`config.mk`:
```
export PLATFORM = sky130hd
export DESIGN_NAME = vita49_tsf_trigger
export DESIGN_NICKNAME = d
export VERILOG_FILES = /design/src/rtl/vita49_pkg.sv /design/src/rtl/vita49_ts_cmp.sv /design/src/rtl/vita49_tsf_trigger.sv
export SDC_FILE = /design/constraint.sdc
export NUM_CORES = 1
export LEC_CHECK = 0
export ABC_AREA = 1
export BUFFER_PORTS_ARGS = -buffer_cell sky130_fd_sc_hd__buf_4
export CORE_MARGIN = 2
export CORE_UTILIZATION = 48
export CTS_CLUSTER_SIZE = 8
export DETAILED_ROUTE_END_ITERATION = 10
export PLACE_DENSITY_LB_ADDON = 0.08
export RECOVER_POWER = 100
export SLEW_MARGIN = 40
export SYNTH_ARGS = -nofsm -noshare
export SYNTH_HDL_FRONTEND = slang
export SYNTH_SLANG_ARGS = --single-unit
```
`constraint.sdc`:
```
create_clock -name samp_clk -period 5.1 [get_ports samp_clk]
set_input_delay 0.51 -clock samp_clk [delete_from_list [all_inputs] [get_ports samp_clk]]
set_output_delay 0.51 -clock samp_clk [all_outputs]
set_load 0.05 [all_outputs]
```
`src/rtl/vita49_pkg.sv`:
```
// Shared VITA-49 timestamp widths, trigger FSM encoding and ctrl register bit positions.
package vita49_pkg;

    localparam int unsigned TsiW  = 32;
    localparam int unsigned TsfW  = 64;
    localparam int unsigned TsW   = TsiW + TsfW;
    localparam int unsigned CtrlW = 32;

    localparam int unsigned CtrlArm    = 0;
    localparam int unsigned CtrlCancel = 1;
    localparam int unsigned CtrlImm    = 2;
    localparam int unsigned CtrlCont   = 3;

    typedef enum logic [1:0] {
        StIdle   = 2'd0,
        StArmed  = 2'd1,
        StActive = 2'd2,
        StLate   = 2'd3
    } trig_state_e;

endpackage

```
`src/rtl/vita49_ts_cmp.sv`:
```
// Registered unsigned {tsi,tsf} >= target comparator; one cycle of latency.
module vita49_ts_cmp
    import vita49_pkg::*;
(
    input  logic           clk_i,
    input  logic           rst_ni,
    input  logic [TsW-1:0] ts_i,
    input  logic [TsW-1:0] target_i,
    output logic           ge_o
);

    logic ge_q;

    always_ff @(posedge clk_i or negedge rst_ni) begin
        if (!rst_ni) begin
            ge_q <= 1'b0;
        end else begin
            ge_q <= (ts_i >= target_i);
        end
    end

    assign ge_o = ge_q;

endmodule

```
`src/rtl/vita49_tsf_trigger.sv`:
```
// Timestamp-triggered burst gate: arms on a ctrl edge, opens the sample gate when the
// channel timestamp reaches the latched target, and closes it after burst_len samples.
module vita49_tsf_trigger
    import vita49_pkg::*;
#(
    parameter int unsigned CNT_W      = 32,
    parameter bit          LATE_CHECK = 1'b1
) (
    input  logic             samp_clk,
    input  logic             ARESETN,
    input  logic [TsiW-1:0]  tsi,
    input  logic [TsfW-1:0]  tsf,
    input  logic [CtrlW-1:0] ctrl,
    input  logic [TsiW-1:0]  trig_tsi,
    input  logic [TsfW-1:0]  trig_tsf,
    input  logic [CNT_W-1:0] burst_len,
    output logic             gate,
    output logic             busy,
    output logic             done,
    output logic             late,
    output logic [1:0]       state
);

    trig_state_e state_q, state_d;

    logic             primed_q;
    logic             arm_lvl_q, cancel_lvl_q;
    logic             arm_q, cancel_q, imm_q, cont_req_q;
    logic [TsW-1:0]   tgt_q, tgt_d;
    logic [CNT_W-1:0] blen_q, blen_d;
    logic [CNT_W-1:0] cnt_q, cnt_d;
    logic             cont_q, cont_d;
    logic             late_q, late_d;
    logic             first_q, first_d;
    logic             done_q, done_d;
    logic             ts_ge;
    logic             unused_ctrl;

    assign unused_ctrl = ^ctrl[CtrlW-1:CtrlCont+1];

    // primed_q masks the first cycle after reset so a level already high is not an edge
    always_ff @(posedge samp_clk or negedge ARESETN) begin
        if (!ARESETN) begin
            primed_q     <= 1'b0;
            arm_lvl_q    <= 1'b0;
            cancel_lvl_q <= 1'b0;
            arm_q        <= 1'b0;
            cancel_q     <= 1'b0;
            imm_q        <= 1'b0;
            cont_req_q   <= 1'b0;
        end else begin
            primed_q     <= 1'b1;
            arm_lvl_q    <= ctrl[CtrlArm];
            cancel_lvl_q <= ctrl[CtrlCancel];
            arm_q        <= primed_q & ctrl[CtrlArm] & ~arm_lvl_q;
            cancel_q     <= primed_q & ctrl[CtrlCancel] & ~cancel_lvl_q;
            imm_q        <= ctrl[CtrlImm];
            cont_req_q   <= ctrl[CtrlCont];
        end
    end

    // Fed with the next-state target so the first ARMED cycle already compares the new target
    vita49_ts_cmp u_ts_cmp (
        .clk_i    (samp_clk),
        .rst_ni   (ARESETN),
        .ts_i     ({tsi, tsf}),
        .target_i (tgt_d),
        .ge_o     (ts_ge)
    );

    always_comb begin
        state_d = state_q;
        tgt_d   = tgt_q;
        blen_d  = blen_q;
        cnt_d   = cnt_q;
        cont_d  = cont_q;
        late_d  = late_q;
        first_d = 1'b0;
        done_d  = 1'b0;
        if (cancel_q) begin
            state_d = StIdle;
            cnt_d   = '0;
        end else begin
            case (state_q)
                StIdle: begin
                    if (arm_q) begin
                        tgt_d  = {trig_tsi, trig_tsf};
                        blen_d = burst_len;
                        cont_d = cont_req_q;
                        late_d = 1'b0;
                        if (imm_q) begin
                            state_d = StActive;
                            cnt_d   = burst_len;
                        end else begin
                            state_d = StArmed;
                            first_d = 1'b1;
                        end
                    end
                end
                StArmed: begin
                    if (ts_ge) begin
                        if (LATE_CHECK && first_q) begin
                            state_d = StLate;
                            late_d  = 1'b1;
                        end else begin
                            state_d = StActive;
                            cnt_d   = blen_q;
                        end
                    end
                end
                StActive: begin
                    if (!cont_q) begin
                        if (cnt_q <= CNT_W'(1)) begin
                            state_d = StIdle;
                            cnt_d   = '0;
                            done_d  = 1'b1;
                        end else begin
                            cnt_d = cnt_q - CNT_W'(1);
                        end
                    end
                end
                // LATE is left only through cancel
                default: ;
            endcase
        end
    end

    always_ff @(posedge samp_clk or negedge ARESETN) begin
        if (!ARESETN) begin
            state_q <= StIdle;
            tgt_q   <= '0;
            blen_q  <= '0;
            cnt_q   <= '0;
            cont_q  <= 1'b0;
            late_q  <= 1'b0;
            first_q <= 1'b0;
            done_q  <= 1'b0;
        end else begin
            state_q <= state_d;
            tgt_q   <= tgt_d;
            blen_q  <= blen_d;
            cnt_q   <= cnt_d;
            cont_q  <= cont_d;
            late_q  <= late_d;
            first_q <= first_d;
            done_q  <= done_d;
        end
    end

    // A zero-length burst spends its single ACTIVE cycle with the gate closed
    assign gate  = (state_q == StActive) && (cont_q || (cnt_q != '0));
    assign busy  = (state_q == StArmed) || (state_q == StActive);
    assign done  = done_q;
    assign late  = late_q;
    assign state = state_q;

endmodule

```
==> impl_metrics.yaml <==
yosys:
  synth_area_leader_cell: "dfrtp_1"
  postSynthCellCount: 1472
  synth_top_cells_by_area: "dfrtp_1 40%, nand2_1 14%, ha_1 12%, inv_1 9.6%, o21ai_0 6.5%"
  ys_seq_area_frac: 0.399
  ys_top_cells_by_count: "398 x nand2_1, 279 x inv_1, 174 x dfrtp_1, 142 x o21ai_0, 102 x ha_1"
  synth-edff-count: 0
  syn_area_per_cell_um2: 7.42
  post-synth-top-area-fraction: 0.399
  dominantRegCellSynth: "dfrtp_1"
  synthArstFlopShare: 1.00
  postSynthRegisterBits: 174
  ys_warn_count: 0
  syn-num-nets: 1832
  post-synth-top-count-cell: "nand2_1"
  netlist-cell-type-count: 37
  synthesis.area_um2: 10900
final_layout:
  area.growth.synth_to_final_pct: 22.6
  layout.cell_area.non_filler_um2: 13400
  layout.nets: 2048
  final-instance-count-excl-fill: 1987
  post_route_cells_drive_above_1_share: 0.168
sta:
  slew_viol_final: 71
  final.setup.tns_ns: 0
  worst_slew_margin_rel: -1.55
  hold_vio_cnt_final: 0
  clock.fmax_mhz: 268
  period_share: 0.731
  setup_violations: 0
  worst_hold_slack_ns: 0.203
  clock_skew_ns: 0.0103
  grt_setup_unrepaired: "false"
  finalCriticalPeriod_ns: 3.73
  timing_worst_slew_pin_value_ns: 3.82
pwr:
  sequentialPowerShare: 0.319
  total_leakage_power_nw: 7.59
  netSwitchingFraction: 0.439
  power.internal_mw: 4.05
  net-switching-power_mw: 3.17
  comb_power_share: 0.505
  power.density_cell_area_nw_per_um2: 540
  power.ir.vdd_worst_mv: 0.280
  share_clk_of_total_power: 0.177
clocking:
  cts.repair_timing.setup_buffer_count: 0
  cts_max_path_buffers: 2
  post_cts_repair_resize_count: 0
  cts_buffers: 17
  clock_sinks: 174
  worst_skew_pair_latency_ns: 0.44
  clock_slew_at_reported_path_ffs_ns: 0.07
  cts_htree_levels: 4
  cts_hold_buffers: 0
  tritoncts: "done"
  cell_at_the_root_of_the_clock_tree: "clkbuf_16"
worst_setup_path:
  startpoint_class_of_the_critical_path: "register"
  worstSetupPathType: "reg -> reg"
  path_max_fanout: 32
  arrival_ns: 4.10
  worst-endpoint-required_ns: 5.47
  end_kind: "register"
placement:
  gp_congestion: 0.875
  dpl-instance-area_um2: 12900
  dpl.hpwl_um: 20600
  numPortBuffers: 235
  placed_cells_incl_taps: 1954
floorplan:
  die_h_um: 155
  floorplan.die.width_um: 155
  start_util: 0.485
  ios: 264
  core_area_um2: 22500
  num_rows: 55
  die-area_um2: 24000
global_route:
  grt.overflow.total: 0
  first_global_vias: 9523
  grt_antenna_before_repair: 0
  grt_pass1_wl_um: 44200
  grt_start_max_net_pins: 99
  grt_use_total: 0.231
drt:
  first_iter_violations: 628
  detail_route.vias_per_cell: 4.80
  number_of_drc_violations_after_detailed_routing: 0
  postRouteWirelength_um: 26800
  route.vias.total: 9529
  firstDrtPassIters: 5
  drt_wl_cell_um: 13.5
  drtAntennaViolNets: 0
outcome:
  result_of_the_run: "finished, violations left"
  violations: "capacitance limit, slew limit"
min_path:
  worst_hold_path_type: "in -> reg"
job:
  max-cap-violations: 1
-- layout by cell type (no fill, tap or decap), drive strengths merged, types with 3 or more instances in the layout --
master / count
nand2: 402
inv: 287
buf: 232
dfrtp: 174
o21ai: 172
nor2: 109
ha: 102
nand3: 55
a21oi: 47
clkbuf: 31
o21bai: 24
xor2: 16
nand4: 13
xnor2: 6
clkinv: 6
o21a: 5
a21o: 4
nor3: 3
-- worst max-delay path, cell delays in order, from the launching register on --
cell and delay [ns]:
dfrtp_1 0.36, inv_1 0.08, ha_1 0.38, clkbuf_1 0.60, inv_1 0.15, o21ai_0 0.13, a221oi_1 0.54, nand2_2 0.09
nor2_2 1.05, nand2_1 0.17, nand2_1 0.11
-- metrics by stage --
stage | utilization | setup WS (ns) | power [mW]
2_1_floorplan | - | 2.42 | 5.16
3_3_place_gp | 0.573 | 1.87 | 5.94
3_5_place_dp | 0.573 | 1.86 | 6.06
4_1_cts | 0.598 | 1.82 | 7.38
5_1_grt | 0.595 | 0.715 | 8.01
6_report | 0.595 | 1.37 | 7.22
-- cell type report --
class,count,area (um2)
fillers,2125,9120
multi-input cells,968,5230
flip-flops and latches,174,4350
repair buffers,245,1820
inverters,282,1060
clock buffers,18,429
well taps,285,357
clock inverters,14,133
diodes,1,2.50
-- state kept, by name (all words and copies together), names as in the netlist, 2 cells and up --
name    count
blen_q     32
cnt_q      32
state       2
tgt_q      96
-- power by group through the flow --
| stage | Sequential, mW | Clock [mW] | Combinational, mW |
|---|---|---|---|
| after global routing | 2.37 | 1.36 | 4.28 |
| after global placement | 2.30 | 0 | 3.64 |
| after floorplan | 2.29 | 0 | 2.88 |
| final | 2.30 | 1.28 | 3.65 |
| after CTS | 2.31 | 1.31 | 3.76 |
| after detailed placement | 2.33 | 0 | 3.74 |
-- cells by family after synthesis --
kind of cell / synth area share
and+or+nand+nor: 0.217
other: 0.000344
xor gates and xnor gates: 0.0177
adders and majority gates: 0.117
AOI/OAI and AO/OA: 0.128
muxes: 0.00103
buffers and inverters: 0.120
DFF: 0.399
-- final timing paths --
kind / start / to / slack (ns) / cells past startpoint
max: state[1]$_DFFE_PN0P_ / cnt_q[11]$_DFFE_PN0P_ / 1.37 / 10
min: ctrl[2] / imm_q$_DFF_PN0_ / 0.20 / 1
max reg2reg: state[1]$_DFFE_PN0P_ / cnt_q[11]$_DFFE_PN0P_ / 1.37 / 10
min reg2reg: arm_lvl_q$_DFF_PN0_ / arm_q$_DFF_PN0_ / 0.39 / 1
max in group asynchronous: ARESETN / tgt_q[41]$_DFF_PN0_ / 1.55 / 1
min in group asynchronous: ARESETN / blen_q[4]$_DFFE_PN0P_ / 1.37 / 1
-- per-layer routing --
layer	wire length [um]	track usage	up-vias	share of wire
met2	13400	0.407	183	0.50
met5	0	0	-	0
met3	1650	0.0712	45	0.062
li1	-	-	5014	-
met4	653	0.0802	0	0.024
met1	11100	0.266	4287	0.41
Note: power is estimated with default switching activity, not from simulation.
